## src/rtl/instr_loader_pkg.sv

```systemverilog
// instr_loader_pkg: shared FSM states and sizing helpers for the instruction loader.
package instr_loader_pkg;
  typedef enum logic [1:0] {LOAD, SCAN, DONE} state_t;
  function automatic int idx_w(input int n);
    return (n > 1) ? $clog2(n) : 1;
  endfunction
  function automatic logic [63:0] ones(input int w);
    return (w >= 64) ? '1 : (64'd1 << w) - 64'd1;
  endfunction
endpackage

```

## src/rtl/instr_loader_strobe_sync.sv

```systemverilog
// strobe_sync: synchronises the load button, detects the selected edge(s) and delays the switch value to match.
module strobe_sync #(
  parameter int W = 8,
  parameter int STAGES = 2,
  parameter int EDGE_MODE = 1
) (
  input  logic         clk,
  input  logic         reset,
  input  logic         i_but,
  input  logic [W-1:0] i_data,
  output logic         o_strobe,
  output logic [W-1:0] o_data
);
  logic [STAGES-1:0]        r_sync;
  logic [STAGES-1:0][W-1:0] r_dly;
  logic [STAGES:0]          r_vld;
  logic                     r_last;
  logic                     w_stb;
  // r_vld masks the phantom edge seen while the chain refills after reset
  assign w_stb = r_vld[STAGES] && ((EDGE_MODE != 0) ? (r_sync[STAGES-1] ^ r_last)
                                                    : (r_sync[STAGES-1] & ~r_last));
  always_ff @(posedge clk) begin
    if (reset) begin
      r_sync   <= '0;
      r_dly    <= '0;
      r_vld    <= '0;
      r_last   <= 1'b0;
      o_strobe <= 1'b0;
      o_data   <= '0;
    end else begin
      r_sync   <= {r_sync[STAGES-2:0], i_but};
      r_dly    <= {r_dly[STAGES-2:0], i_data};
      r_vld    <= {r_vld[STAGES-1:0], 1'b1};
      r_last   <= r_sync[STAGES-1];
      o_strobe <= w_stb;
      o_data   <= r_dly[STAGES-1];
    end
  end
endmodule

```

## src/rtl/instr_loader.sv

```systemverilog
// instr_loader: button-strobed program loader with end-code/full termination.
// Define HAZARD_SCAN_EN to add a post-load RAW hazard scan (SCAN state).
module instr_loader
  import instr_loader_pkg::*;
#(
  parameter int INSTR_W = 8,
  parameter int DEPTH = 8,
  parameter logic [INSTR_W-1:0] END_CODE = INSTR_W'(ones(INSTR_W)),
  parameter int EDGE_MODE = 1,
  parameter int SYNC_STAGES = 2,
  parameter int RD_LSB = 3,
  parameter int RS_LSB = 0,
  parameter int REG_W = 3
) (
  input  logic                         clk,
  input  logic                         reset,
  input  logic [INSTR_W-1:0]           input_val,
  input  logic                         but_inp,
  input  logic                         clear,
  output logic [DEPTH*INSTR_W-1:0]     instrMemBits,
  output logic [$clog2(DEPTH+1)-1:0]   instr_count,
  output logic                         load_done,
  output logic                         full,
  output logic [DEPTH-1:0]             hazardMemBits,
  output logic                         hazard_valid
);
  localparam int CNT_W = $clog2(DEPTH + 1);
  localparam int IDX_W = idx_w(DEPTH);
`ifdef HAZARD_SCAN_EN
  localparam state_t END_ST = SCAN;
`else
  localparam state_t END_ST = DONE;
`endif
  state_t             r_state, w_next;
  logic [INSTR_W-1:0] r_slot [DEPTH];
  logic [CNT_W-1:0]   r_count;
  logic               w_stb, w_wr;
  logic [INSTR_W-1:0] w_data;
  strobe_sync #(.W(INSTR_W), .STAGES(SYNC_STAGES), .EDGE_MODE(EDGE_MODE)) u_sync (
    .clk(clk), .reset(reset), .i_but(but_inp), .i_data(input_val),
    .o_strobe(w_stb), .o_data(w_data)
  );
`ifdef HAZARD_SCAN_EN
  logic [IDX_W-1:0] r_k, w_last_k;
  logic [DEPTH-1:0] r_haz;
  logic             w_hz;
  assign w_last_k = (r_count == '0) ? '0 : IDX_W'(r_count - 1'b1);
  assign w_hz = (r_k != '0) &&
                (r_slot[r_k][RS_LSB +: REG_W] == r_slot[r_k - 1'b1][RD_LSB +: REG_W]);
  always_ff @(posedge clk) begin
    if (reset || clear) begin
      r_k   <= '0;
      r_haz <= '0;
    end else if (r_state == SCAN) begin
      r_haz[r_k] <= w_hz;
      r_k        <= r_k + 1'b1;
    end
  end
  assign hazardMemBits = r_haz;
  assign hazard_valid  = r_state == DONE;
`else
  logic w_unused;
  assign w_unused      = ^{RD_LSB, RS_LSB, REG_W};
  assign hazardMemBits = '0;
  assign hazard_valid  = 1'b0;
`endif
  always_comb begin
    w_next = r_state;
    w_wr   = 1'b0;
    unique case (r_state)
      LOAD: begin
        w_wr = w_stb && (w_data != END_CODE);
        if (w_stb) w_next = (!w_wr || r_count == CNT_W'(DEPTH - 1)) ? END_ST : LOAD;
      end
`ifdef HAZARD_SCAN_EN
      SCAN: w_next = (r_k == w_last_k) ? DONE : SCAN;
`endif
      default: ;
    endcase
  end
  always_ff @(posedge clk) begin
    if (reset || clear) r_state <= LOAD;
    else r_state <= w_next;
  end
  always_ff @(posedge clk) begin
    if (reset || clear) begin
      r_count <= '0;
      for (int i = 0; i < DEPTH; i++) r_slot[i] <= '0;
    end else if (w_wr) begin
      r_slot[IDX_W'(r_count)] <= w_data;
      r_count                 <= r_count + 1'b1;
    end
  end
  for (genvar k = 0; k < DEPTH; k++) begin : g_img
    assign instrMemBits[k*INSTR_W +: INSTR_W] = r_slot[k];
  end
  assign instr_count = r_count;
  assign load_done   = r_state == DONE;
  assign full        = r_count == CNT_W'(DEPTH);
endmodule

```

## config.mk

```make
export PLATFORM = sky130hd
export DESIGN_NAME = instr_loader
export DESIGN_NICKNAME = d
export VERILOG_FILES = /design/src/rtl/instr_loader_pkg.sv /design/src/rtl/instr_loader_strobe_sync.sv /design/src/rtl/instr_loader.sv
export SDC_FILE = /design/constraint.sdc
export NUM_CORES = 1
export LEC_CHECK = 0
export CAP_MARGIN = 20
export CORE_MARGIN = 2
export CORE_UTILIZATION = 34
export CTS_CLUSTER_DIAMETER = 100
export CTS_CLUSTER_SIZE = 25
export DETAILED_ROUTE_END_ITERATION = 10
export PLACE_DENSITY = 0.59
export RECOVER_POWER = 50
export SLEW_MARGIN = 20
export SYNTH_ARGS = -nofsm -noshare
export SYNTH_HDL_FRONTEND = slang
export SYNTH_SLANG_ARGS = --single-unit
```

## constraint.sdc

```tcl
create_clock -name clk -period 2.2 [get_ports clk]
set_input_delay 0.66 -clock clk [delete_from_list [all_inputs] [get_ports clk]]
set_output_delay 0.66 -clock clk [all_outputs]
set_load 0.02 [all_outputs]
```

======== After elaboration in Yosys (flattened, before gate mapping) ========
Memories as Yosys holds them, arrays and structs flattened.
Index checks and enable logic that the tools add are counted.
storage, ports and cells
  register bits ........................... 37
  latch bits .............................. 0
  bits in writable memories ............... 64
  memory bits (read-only) ................. 0
  bits of input ports ..................... 12
  output and inout bits ................... 79
  word-level logic and storage cells ...... 36
  memories ................................ 1
memories
  memory  words  bits a word  read ports  clocked after Yosys merged registers in  write ports  line                text
  r_slot  8      8            8           0                                        8            instr_loader.sv:35  logic [INSTR_W-1:0] r_slot [DEPTH];
operators by class
  $add $sub $neg .......................... 1
  multipliers ............................. 0
  divide/modulo/power cells ............... 0
  order comparisons ....................... 0
  equal/unequal tests ..................... 4
  shifts and indexed selects .............. 0
  multiplexer cells ....................... 11
  bitwise gates (word level) .............. 1
  reductions and logical operators ........ 8
operator list
  cell                   number
  $mux W1                8
  $mux W8                1
  $ne A8 B8 Y1 const B   1
  $reduce_or A8 Y1       1
  $add A4 B1 Y4 const B  1
  $eq A4 B3 Y1 const B   1
  $eq A4 B4 Y1 const B   1
  $mux W3                1
  $eq A2 B2 Y1 const B   1
  $logic_and A1 B1 Y1    2
  $logic_not A2 Y1       1
  $logic_or A1 B1 Y1     2
  $mux W2                1
  $reduce_and A2 Y1      1
  $logic_not A1 Y1       1
  $xor A1 B1 Y1          1

======== Logic depth before layout (Yosys ltp) ========
Gate-level depths: netlist (run 1).
  depth after elaboration ................. 8
  mapped depth ............................ 5
  gate-level depth less buffers ........... 4

======== Modules after synthesis ========
From an unflattened synthesis (run 1), not the netlist that was laid out.
second synthesis, totals
  cell total of the unflattened synthesis .. 277
  area, all modules ....................... 3722.3 µm²
modules (own cells, without submodules)
  module        instances  cells an instance  area each (µm²)  sequential area each (µm²)
  instr_loader  1          211                2884.0           2021.9
  strobe_sync   1          66                 838.3            620.6

======== Least setup slack after synthesis (run 1) ========
Ideal clock, no wire load.
  path type ............................... register -> output
  start ................................... reg r_count[1], in the netlist instr_count[1]
  end ..................................... out full
  arrival ................................. 1.156 ns
  required time ........................... 1.540 ns
  path slack .............................. 0.384 ns
  cell stages (with the launch flop) ...... 5
  path buffers ............................ 1
  path through ............................ dfxtp_1 > buf_2 > inv_1 > ha_1 > and3b_1
between the ends
  longest elaborated chain between the ends .. 1
ends and longest elaborated chain
  what                    line                text
  from (decl)             instr_loader.sv:36  logic [CNT_W-1:0] r_count;
  from (signal assigned)  instr_loader.sv:91  r_count <= r_count + 1'b1;
  $eq A4 B4 Y1            instr_loader.sv:99  assign full = r_count == CNT_W'(DEPTH);
  to (decl)               instr_loader.sv:23  output logic full,
Every way passes these cells.

======== Worst setup path after layout (run 1) ========
  start ................................... reg r_count[3], in the netlist instr_count[3]
  end ..................................... out instr_count[3]
RTL lines
  what       line                text
  to (decl)  instr_loader.sv:21  output logic [$clog2(DEPTH+1)-1:0] instr_count,
No word-level cell between the ends.

==> impl_summary.log, run 1 <==
[metrics] maximum buffer depth of the clock tree: 2
[metrics] Antenna Diode Count: 0
[metrics] largest net degree at the start of global routing: 31
[metrics] overall routed net length: 7280 um
[metrics] worst vdd ir: a little under 0.0004 V
[metrics] Mean Syn Cell Area: between 10 and 15 um2
[metrics] crit-path leading delay family: buffers and inverters
[metrics] layout cells sized above 1: 10.2%
[metrics] largest stage delay on the critical path: just over 0.6 ns
[metrics] Remaining Overflow, GRT: 0
[metrics] metal2 WL: about 3500 um
[metrics] leakage power: between 1.5 and 2 nW
[metrics] startpoint of the lowest-slack hold path: u_sync.r_dly[11]
[metrics] hold path endpoint: u_sync.o_data[3]
[metrics] post-DR wirelength/cell: 13.9 um
[metrics] initial standard-cell utilization of the core: between 30% and 40%
[metrics] Final setup violation count: 0
[metrics] Fin. Hold Viols: 0
[metrics] area enclosed by the die boundary: between 10000 and 15000 um2
[metrics] Yosys top cell area share: about half
[metrics] Core ar.: between 10000 and 15000 um2
[metrics] detailed-placement wirelength estimate: roughly 5200 um
[metrics] number of antenna violations at the first check in global routing: 0
[metrics] sequential fraction of design power: between 50 and 60%
[metrics] slack of the worst reg-to-reg path: about 0.36 ns
[metrics] Critical R2R Capture: r_slot[6][2]
[metrics] number of nets with antenna violations after detailed routing: 0
[metrics] placed cell count: slightly above 500
[metrics] Area Growth Syn to Fin: 32.8%
[metrics] count of maximum capacitance violations: 0
[metrics] WS Path Type: reg2out
[metrics] yosys synthesis warning count: 0
[metrics] per-cell via count in the routed design: ~4.5
[metrics] DRC marker count from the first detailed-route iteration: 120
[metrics] cell depth of the worst flop-to-flop path: 4
[metrics] detailed-route via count: around 2300
[metrics] TritonCTS clock tree: done
[metrics] commonest cells in the netlist: sky130_fd_sc_hd__edfxtp_1 (64), sky130_fd_sc_hd__nor2_1 (63), sky130_fd_sc_hd__dfxtp_1 (36)
[metrics] setup tns final: 0 ns
[metrics] status: complete, no violations
[metrics] post-CTS clock slew at the launch and capture registers of the worst setup and hold paths: approximately 0.090 ns
[metrics] H-tree Lvls: 3
[metrics] count of distinct cell types in the synthesized netlist: 30
[metrics] io pins: 91
[metrics] Internal Power: roughly 2.7 mW
[metrics] via count of the first global-routing pass: between 2000 and 2500
[metrics] category of the worst setup path capture point: output pin
[metrics] width of the die: ~110 um
[metrics] slew at the pin closest to its max-slew limit: between 0.5 and 0.6 ns
[metrics] sequential area share after synthesis: just over 70%
[metrics] drc violations: 0
[metrics] switching share of power: 22.3%
[metrics] fill cell count: slightly above 1000
[metrics] type of element launching the critical path: flip-flop
[metrics] switching pwr: approximately 0.78 mW
[metrics] worst-case headroom to the max-slew limit: between 60 and 70%
[metrics] Post-synth EDFFs: 64
[metrics] cts-stage hold buffer count: 0
[metrics] slowest cell on the critical path: sky130_fd_sc_hd__clkdlybuf4s50_1
[metrics] crit path DAT: 1.45 ns
[metrics] number of rows created at floorplan: 38
[metrics] fraction of registers with async set/reset: 0%
[metrics] Clk Tree Root Cell: sky130_fd_sc_hd__clkbuf_8
[metrics] Crit Path Max Fanout: 4
[metrics] final std cells w/o fill: about 520
[metrics] dominant cell type by area after synthesis: sky130_fd_sc_hd__edfxtp_1
[metrics] WHS Path Cells: 1
[metrics] global-route wire length before repair: ~11000 um
[metrics] Worst Clk Skew: 0.0138 ns
[metrics] met3 layer wire length in the routed design: roughly 680 um
[metrics] Placed Area: between 4000 and 5000 um2
[metrics] Yosys reg bits: 100
[metrics] path type of the worst min-delay path: reg2reg
[metrics] reg2reg start: instr_count[0]
[metrics] post-route clock period utilization: around 96%
[metrics] Max Clock Freq: 473 MHz
[metrics] Syn Std Cell Area: 3720 um2
[metrics] total power per unit cell area: roughly 710 nW/um2
[metrics] combinational cell fraction of total power: under 10%
[metrics] detailed-routing iteration count for the pre-antenna-repair pass: 4
[metrics] power consumption: between 3 and 4 mW
[metrics] setup repair after global routing missed its margin: no
[metrics] clock sink total: 100
[metrics] share of total power in the clock network: approximately 33%
[metrics] Req. time, crit path: approximately 1.5 ns
[metrics] total track usage: between 10% and 20%
[metrics] post-synthesis instance total: around 280
[metrics] met1 wire length: 2990 um
[metrics] library cell with the highest instance count after synthesis: sky130_fd_sc_hd__edfxtp_1
[metrics] Min Clock Period, post-route: ~2.1 ns
[metrics] total clock buffers created by CTS: 9
[metrics] top area cells in the synthesized netlist: sky130_fd_sc_hd__edfxtp_1 (52%), sky130_fd_sc_hd__dfxtp_1 (19%), sky130_fd_sc_hd__nor2_1 (6.4%), sky130_fd_sc_hd__nor2b_1 (5.2%), sky130_fd_sc_hd__nand2_1 (2.6%)
[metrics] Post-CTS Setup Bufs: 0
[metrics] number of buffers and inverters on the critical path: 2
[metrics] Hold Worst Slack: roughly 0.43 ns
[metrics] overall die height: 109 um
[metrics] Top FF cell, synth: sky130_fd_sc_hd__edfxtp_1
[metrics] buffers added on ports: slightly above 80
[metrics] Worst-Skew Late Latency: 0.35 ns
[metrics] Non-Filler Cell Area, Final: ~4900 um2
[metrics] final number of max-transition violations: 0
[metrics] final-stage net count: between 300 and 400
[metrics] cell-by-cell trace of the critical path: buf_4, clkdlybuf4s50_1
[metrics] weighted congestion at the end of routability-driven global placement: about 0.77
[metrics] top sig layer: met4
area by class of cell:
cell class | count | area, um2 | share of cell area, %
Sequential cell | 100 | 2640 | 53.5
Multi-Input combinational cell | 164 | 972 | 19.7
Timing Repair Buffer | 99 | 930 | 18.8
Tap cell | 140 | 175 | 3.55
Clock buffer | 10 | 128 | 2.59
Clock inverter | 6 | 72.6 | 1.47
Inverter | 4 | 15.0 | 0.304
worst max-delay path by stage:
| stage | end | startpoint | depth (start not counted) |
|---|---|---|---|
| final | instr_count[3] | instr_count[3] | 2 |
| after detailed placement | r_slot[6][5] | reset | 5 |
| after CTS | load_done | r_state[1] | 1 |
| after floorplan | full | instr_count[1] | 4 |
| after global routing | instr_count[3] | instr_count[3] | 2 |
| after global placement | r_slot[6][3] | reset | 4 |
layout by cell type, fill, tap and decap left out, drive strengths merged:
master	count
or2b	1
nor3	2
clkinvlp	3
dlygate4sd2	3
ha	2
or3	2
a2bb2oi	1
o21ai	1
o2111ai	2
nor2	63
a21oi	1
clkinv	1
o211ai	7
inv	5
and4	2
nor2b	31
nand4	2
and3b	2
nor3b	3
nand2	26
buf	9
a211oi	1
dlymetal6s2s	1
dlygate4sd3	1
conb	9
dfxtp	36
mux2i	4
xor2	1
edfxtp	64
bufinv	1
clkdlybuf4s50	76
clkbuf	19
and3	1
sequential cells by signal (all words and copies together), names as in the netlist:
signal,count
r_slot,64
u_sync.r_dly,16
u_sync.o_data,8
instr_count,4
u_sync.r_vld,3
u_sync.r_sync,2
r_state,1
u_sync.o_strobe,1
u_sync.r_last,1
per-layer routing:
metal	global-route usage, %	vias up
met3	3.80	12
met4	5.40	0
met5	0	-
li1	-	1135
met2	21.6	111
met1	15.6	1087
kinds of logic after synthesis:
family                     Yosys count  synth area share (%)
muxes                                4                  1.08
DFF                                100                  71.1
and+or+nand+nor                    135                  18.2
AOI/OAI and AO/OA                   13                  5.42
other                                1                 0.101
buffers and inverters               21                  3.16
adders and majority gates            2                 0.673
xor gates and xnor gates             1                 0.236
per-stage QoR:
stage               setup WS (ns)  utilization, %
detailed placement         0.0909            44.5
CTS                        0.0451            46.3
global route              0.00752            45.9
floorplan                   0.384               -
global placement            0.116            44.5
finish                     0.0864            45.9
timing repair:
item / 4_1_cts / 5_1_grt
gates resized for setup: 3 / 1
hold endpoints to repair: 0 / 0
setup endpoints to repair: 3 / 1
worst register-to-register path: stages (launching register included):
cell and delay (ns):
sky130_fd_sc_hd__dfxtp_1 0.32, sky130_fd_sc_hd__buf_4 0.15, sky130_fd_sc_hd__nor3b_4 0.44, sky130_fd_sc_hd__o2111ai_4 0.27, sky130_fd_sc_hd__nand2_1 0.34
power groups by stage:
stage	clock [mW]	sequential, mW	combinational [mW]
2_1_floorplan	0	2.19	0.0768
3_3_place_gp	0	2.13	0.267
3_5_place_dp	0	2.13	0.271
4_1_cts	1.17	2.09	0.272
5_1_grt	1.24	2.09	0.285
6_report	1.14	2.08	0.267
(Power assumes the default switching activity.)
==> inputs of run 2 (changes only) <==
- CAP_MARGIN: 20 -> not set
- GPL_TIMING_DRIVEN: not set -> 0
==> run 2 against run 1 <==
- non-clock buffer count shrank 1
- core utilization down 0.058 points
- critical endpoint unchanged
- setup slack improved by 0.0017 ns
- first-iteration DRC count is 10% higher
- clock skew is 0.0031 ns lower
- cell count decreased by 0.19%
- sequential power about the same
- global-route usage fell by 0.50 points
- combinational power about the same
- fmax hardly changed
==> impl_summary.log, run 2 (synthesized netlist as in run 1, its figures left out) <==
[metrics] largest net degree at the start of global routing: 17 (-45%)
[metrics] switching pwr: 0.769 mW (-1.2%)
[metrics] setup tns final: 0 ns (unchanged)
[metrics] largest stage delay on the critical path: 0.66 ns (+0.05 ns)
[metrics] worst vdd ir: 0.000245 V (-37%)
[metrics] weighted congestion at the end of routability-driven global placement: 0.780 (+0.68%)
[metrics] slowest cell on the critical path: sky130_fd_sc_hd__clkdlybuf4s50_1
[metrics] number of antenna violations at the first check in global routing: 0 (unchanged)
[metrics] total power per unit cell area: 704 nW/um2 (-0.49%)
[metrics] max reg flops: 64 (unchanged)
[metrics] startpoint of the lowest-slack hold path: u_sync.r_vld[1]
[metrics] post-route clock period utilization: 96.0% (about the same)
[metrics] crit-path leading delay family: buffers and inverters
[metrics] width of the die: 109 um (unchanged)
[metrics] hold path endpoint: u_sync.r_vld[2]
[metrics] min setup slack post-route: 0.0881 ns (+0.00168 ns)
[metrics] register with the highest flop count: r_slot
[metrics] switching share of power: 22.2% (-0.13 points)
[metrics] type of element launching the critical path: flip-flop
[metrics] final number of max-transition violations: 0 (unchanged)
[metrics] maximum buffer depth of the clock tree: 2 (unchanged)
[metrics] Min Clock Period, post-route: 2.11 ns (-0.00168 ns)
[metrics] overall routed net length: 7130 um (-2.0%)
[metrics] detailed-route via count: 2261 (-3.6%)
[metrics] Fin. Hold Viols: 0 (unchanged)
[metrics] Core ar.: 10700 um2 (unchanged)
[metrics] worst slack at placement: -0.507 ns (-0.598 ns)
[metrics] leakage power: 1.90 nW (+4.1%)
[metrics] layout cells sized above 1: 11.8% (+1.6 points)
[metrics] Final setup violation count: 0 (unchanged)
[metrics] category of the worst setup path capture point: output pin
[metrics] number of nets with antenna violations after detailed routing: 0 (unchanged)
[metrics] Req. time, crit path: 1.54 ns (about the same)
[metrics] total clock buffers created by CTS: 9 (unchanged)
[metrics] detailed-placement wirelength estimate: 4980 um (-4.8%)
[metrics] initial standard-cell utilization of the core: 34.6% (unchanged)
[metrics] post-CTS clock slew at the launch and capture registers of the worst setup and hold paths: 0.09 ns (about the same)
[metrics] slack of the worst reg-to-reg path: 0.36 ns (about the same)
[metrics] setup repair after global routing missed its margin: no
[metrics] count of maximum capacitance violations: 0 (unchanged)
[metrics] DRC marker count from the first detailed-route iteration: 132 (+10%)
[metrics] final-stage net count: 391 (-0.26%)
[metrics] clock sink total: 100 (unchanged)
[metrics] number of rows created at floorplan: 38 (unchanged)
[metrics] share of total power in the clock network: 32.4% (-0.3 points)
[metrics] total track usage: 12.4% (-0.50 points)
[metrics] buffers added on ports: 81 (unchanged)
[metrics] WHS Path Cells: 1 (unchanged)
[metrics] Max Clock Freq: 474 MHz (about the same)
[metrics] slew at the pin closest to its max-slew limit: 0.558 ns (+0.0131 ns)
[metrics] reg2reg start: r_state[1]
[metrics] io pins: 91 (unchanged)
[metrics] Worst-Skew Late Latency: 0.36 ns (about the same)
[metrics] Area Growth Syn to Fin: 32.6%
[metrics] status: complete, no violations
[metrics] combinational cell fraction of total power: 7.6% (about the same)
[metrics] sequential fraction of design power: 60.0% (+0.3 points)
[metrics] via count of the first global-routing pass: 2033 (-9.4%)
[metrics] H-tree Lvls: 3 (unchanged)
[metrics] path type of the worst min-delay path: reg2reg
[metrics] cell depth of the worst flop-to-flop path: 3 (-1)
[metrics] overall die height: 109 um (unchanged)
[metrics] most common cell after layout, fill and taps aside: sky130_fd_sc_hd__edfxtp_1
[metrics] global-route wire length before repair: 10800 um (-4.5%)
[metrics] drc violations: 0 (unchanged)
[metrics] per-cell via count in the routed design: 4.33 (-3.4%)
[metrics] detailed-routing iteration count for the pre-antenna-repair pass: 6 (+2)
[metrics] cell-by-cell trace of the critical path: clkdlybuf4s50_1
[metrics] worst-case headroom to the max-slew limit: 62.8% (-0.91 points)
[metrics] post-DR wirelength/cell: 13.7 um (-1.8%)
[metrics] Crit Path Max Fanout: 5 (+1)
[metrics] Antenna Diode Count: 0 (unchanged)
[metrics] largest registers: r_slot: 64 flops, u_sync.r_dly: 16 flops, u_sync.o_data: 8 flops
[metrics] area enclosed by the die boundary: 11800 um2 (unchanged)
[metrics] WS Path Type: reg2out
[metrics] Clk Tree Root Cell: sky130_fd_sc_hd__clkbuf_8
[metrics] Worst Clk Skew: 0.0107 ns (-0.00308 ns)
[metrics] TritonCTS clock tree: done
[metrics] crit path DAT: 1.45 ns (about the same)
[metrics] Internal Power: 2.70 mW (-0.45%)
[metrics] Critical R2R Capture: r_slot[6][0]
[metrics] Remaining Overflow, GRT: 0 (unchanged)
[metrics] most frequent cells in the layout: sky130_fd_sc_hd__edfxtp_1 (64), sky130_fd_sc_hd__nor2_1 (62), sky130_fd_sc_hd__dlygate4sd3_1 (40)
[metrics] number of buffers and inverters on the critical path: 1 (-1)
[metrics] cts-stage hold buffer count: 0 (unchanged)
## run 2: worst max-delay path by stage
stage	to	start	cells past startpoint	slack, ns
2_1_floorplan	full	instr_count[1]	4	0.38
3_3_place_gp	r_slot[2][4]	reset	4	-0.48
3_5_place_dp	r_slot[2][4]	reset	4	-0.51
4_1_cts	full	instr_count[1]	5	0.0003
5_1_grt	instr_count[3]	instr_count[3]	1	0.03
6_report	instr_count[3]	instr_count[3]	1	0.09
## run 2: per-stage QoR
stage | cell area [um2] | util, % | total power [mW] | cells | hold WS (ns)
finish | 4930 | 45.9 | 3.47 | 522 | 0.441
global route | 4930 | 45.9 | 3.60 | 522 | 0.455
global placement | 4730 | 44.0 | 2.40 | 506 | 0.418
floorplan | 3750 | - | 2.27 | 285 | 0.414
CTS | 4930 | 45.9 | 3.52 | 522 | 0.443
detailed placement | 4730 | 44.0 | 2.41 | 506 | 0.422
## run 2: final cells by class
type	instances	area, um2
clock inverters	6	63.8
clock buffers	10	128
flip-flops and latches	100	2650
fillers	1012	5820
repair buffers	81	800
plain buffers	17	114
multi-input cells	164	988
inverters	4	15.0
well taps	140	175
## run 2: repair_timing
item / CTS / global route
setup buffers: 0 / 0
resized for setup: 8 / 4
endpoints found under the setup margin: 65 / 86
## run 2: power groups by stage
stage	Clock [mW]	Sequential, mW	Combinational (mW)
after floorplan	0	2.19	0.0768
after global placement	0	2.13	0.275
after detailed placement	0	2.13	0.277
after CTS	1.15	2.08	0.278
after global routing	1.22	2.09	0.284
final	1.12	2.08	0.265
## run 2: per-layer routing
layer	vias to the layer above	global-route usage [%]	part of all wire (%)
li1	1128	-	-
met1	1027	15.0	43
met2	97	20.6	46
met3	9	4.52	9.5
met4	0	4.12	1.5
met5	-	0	0
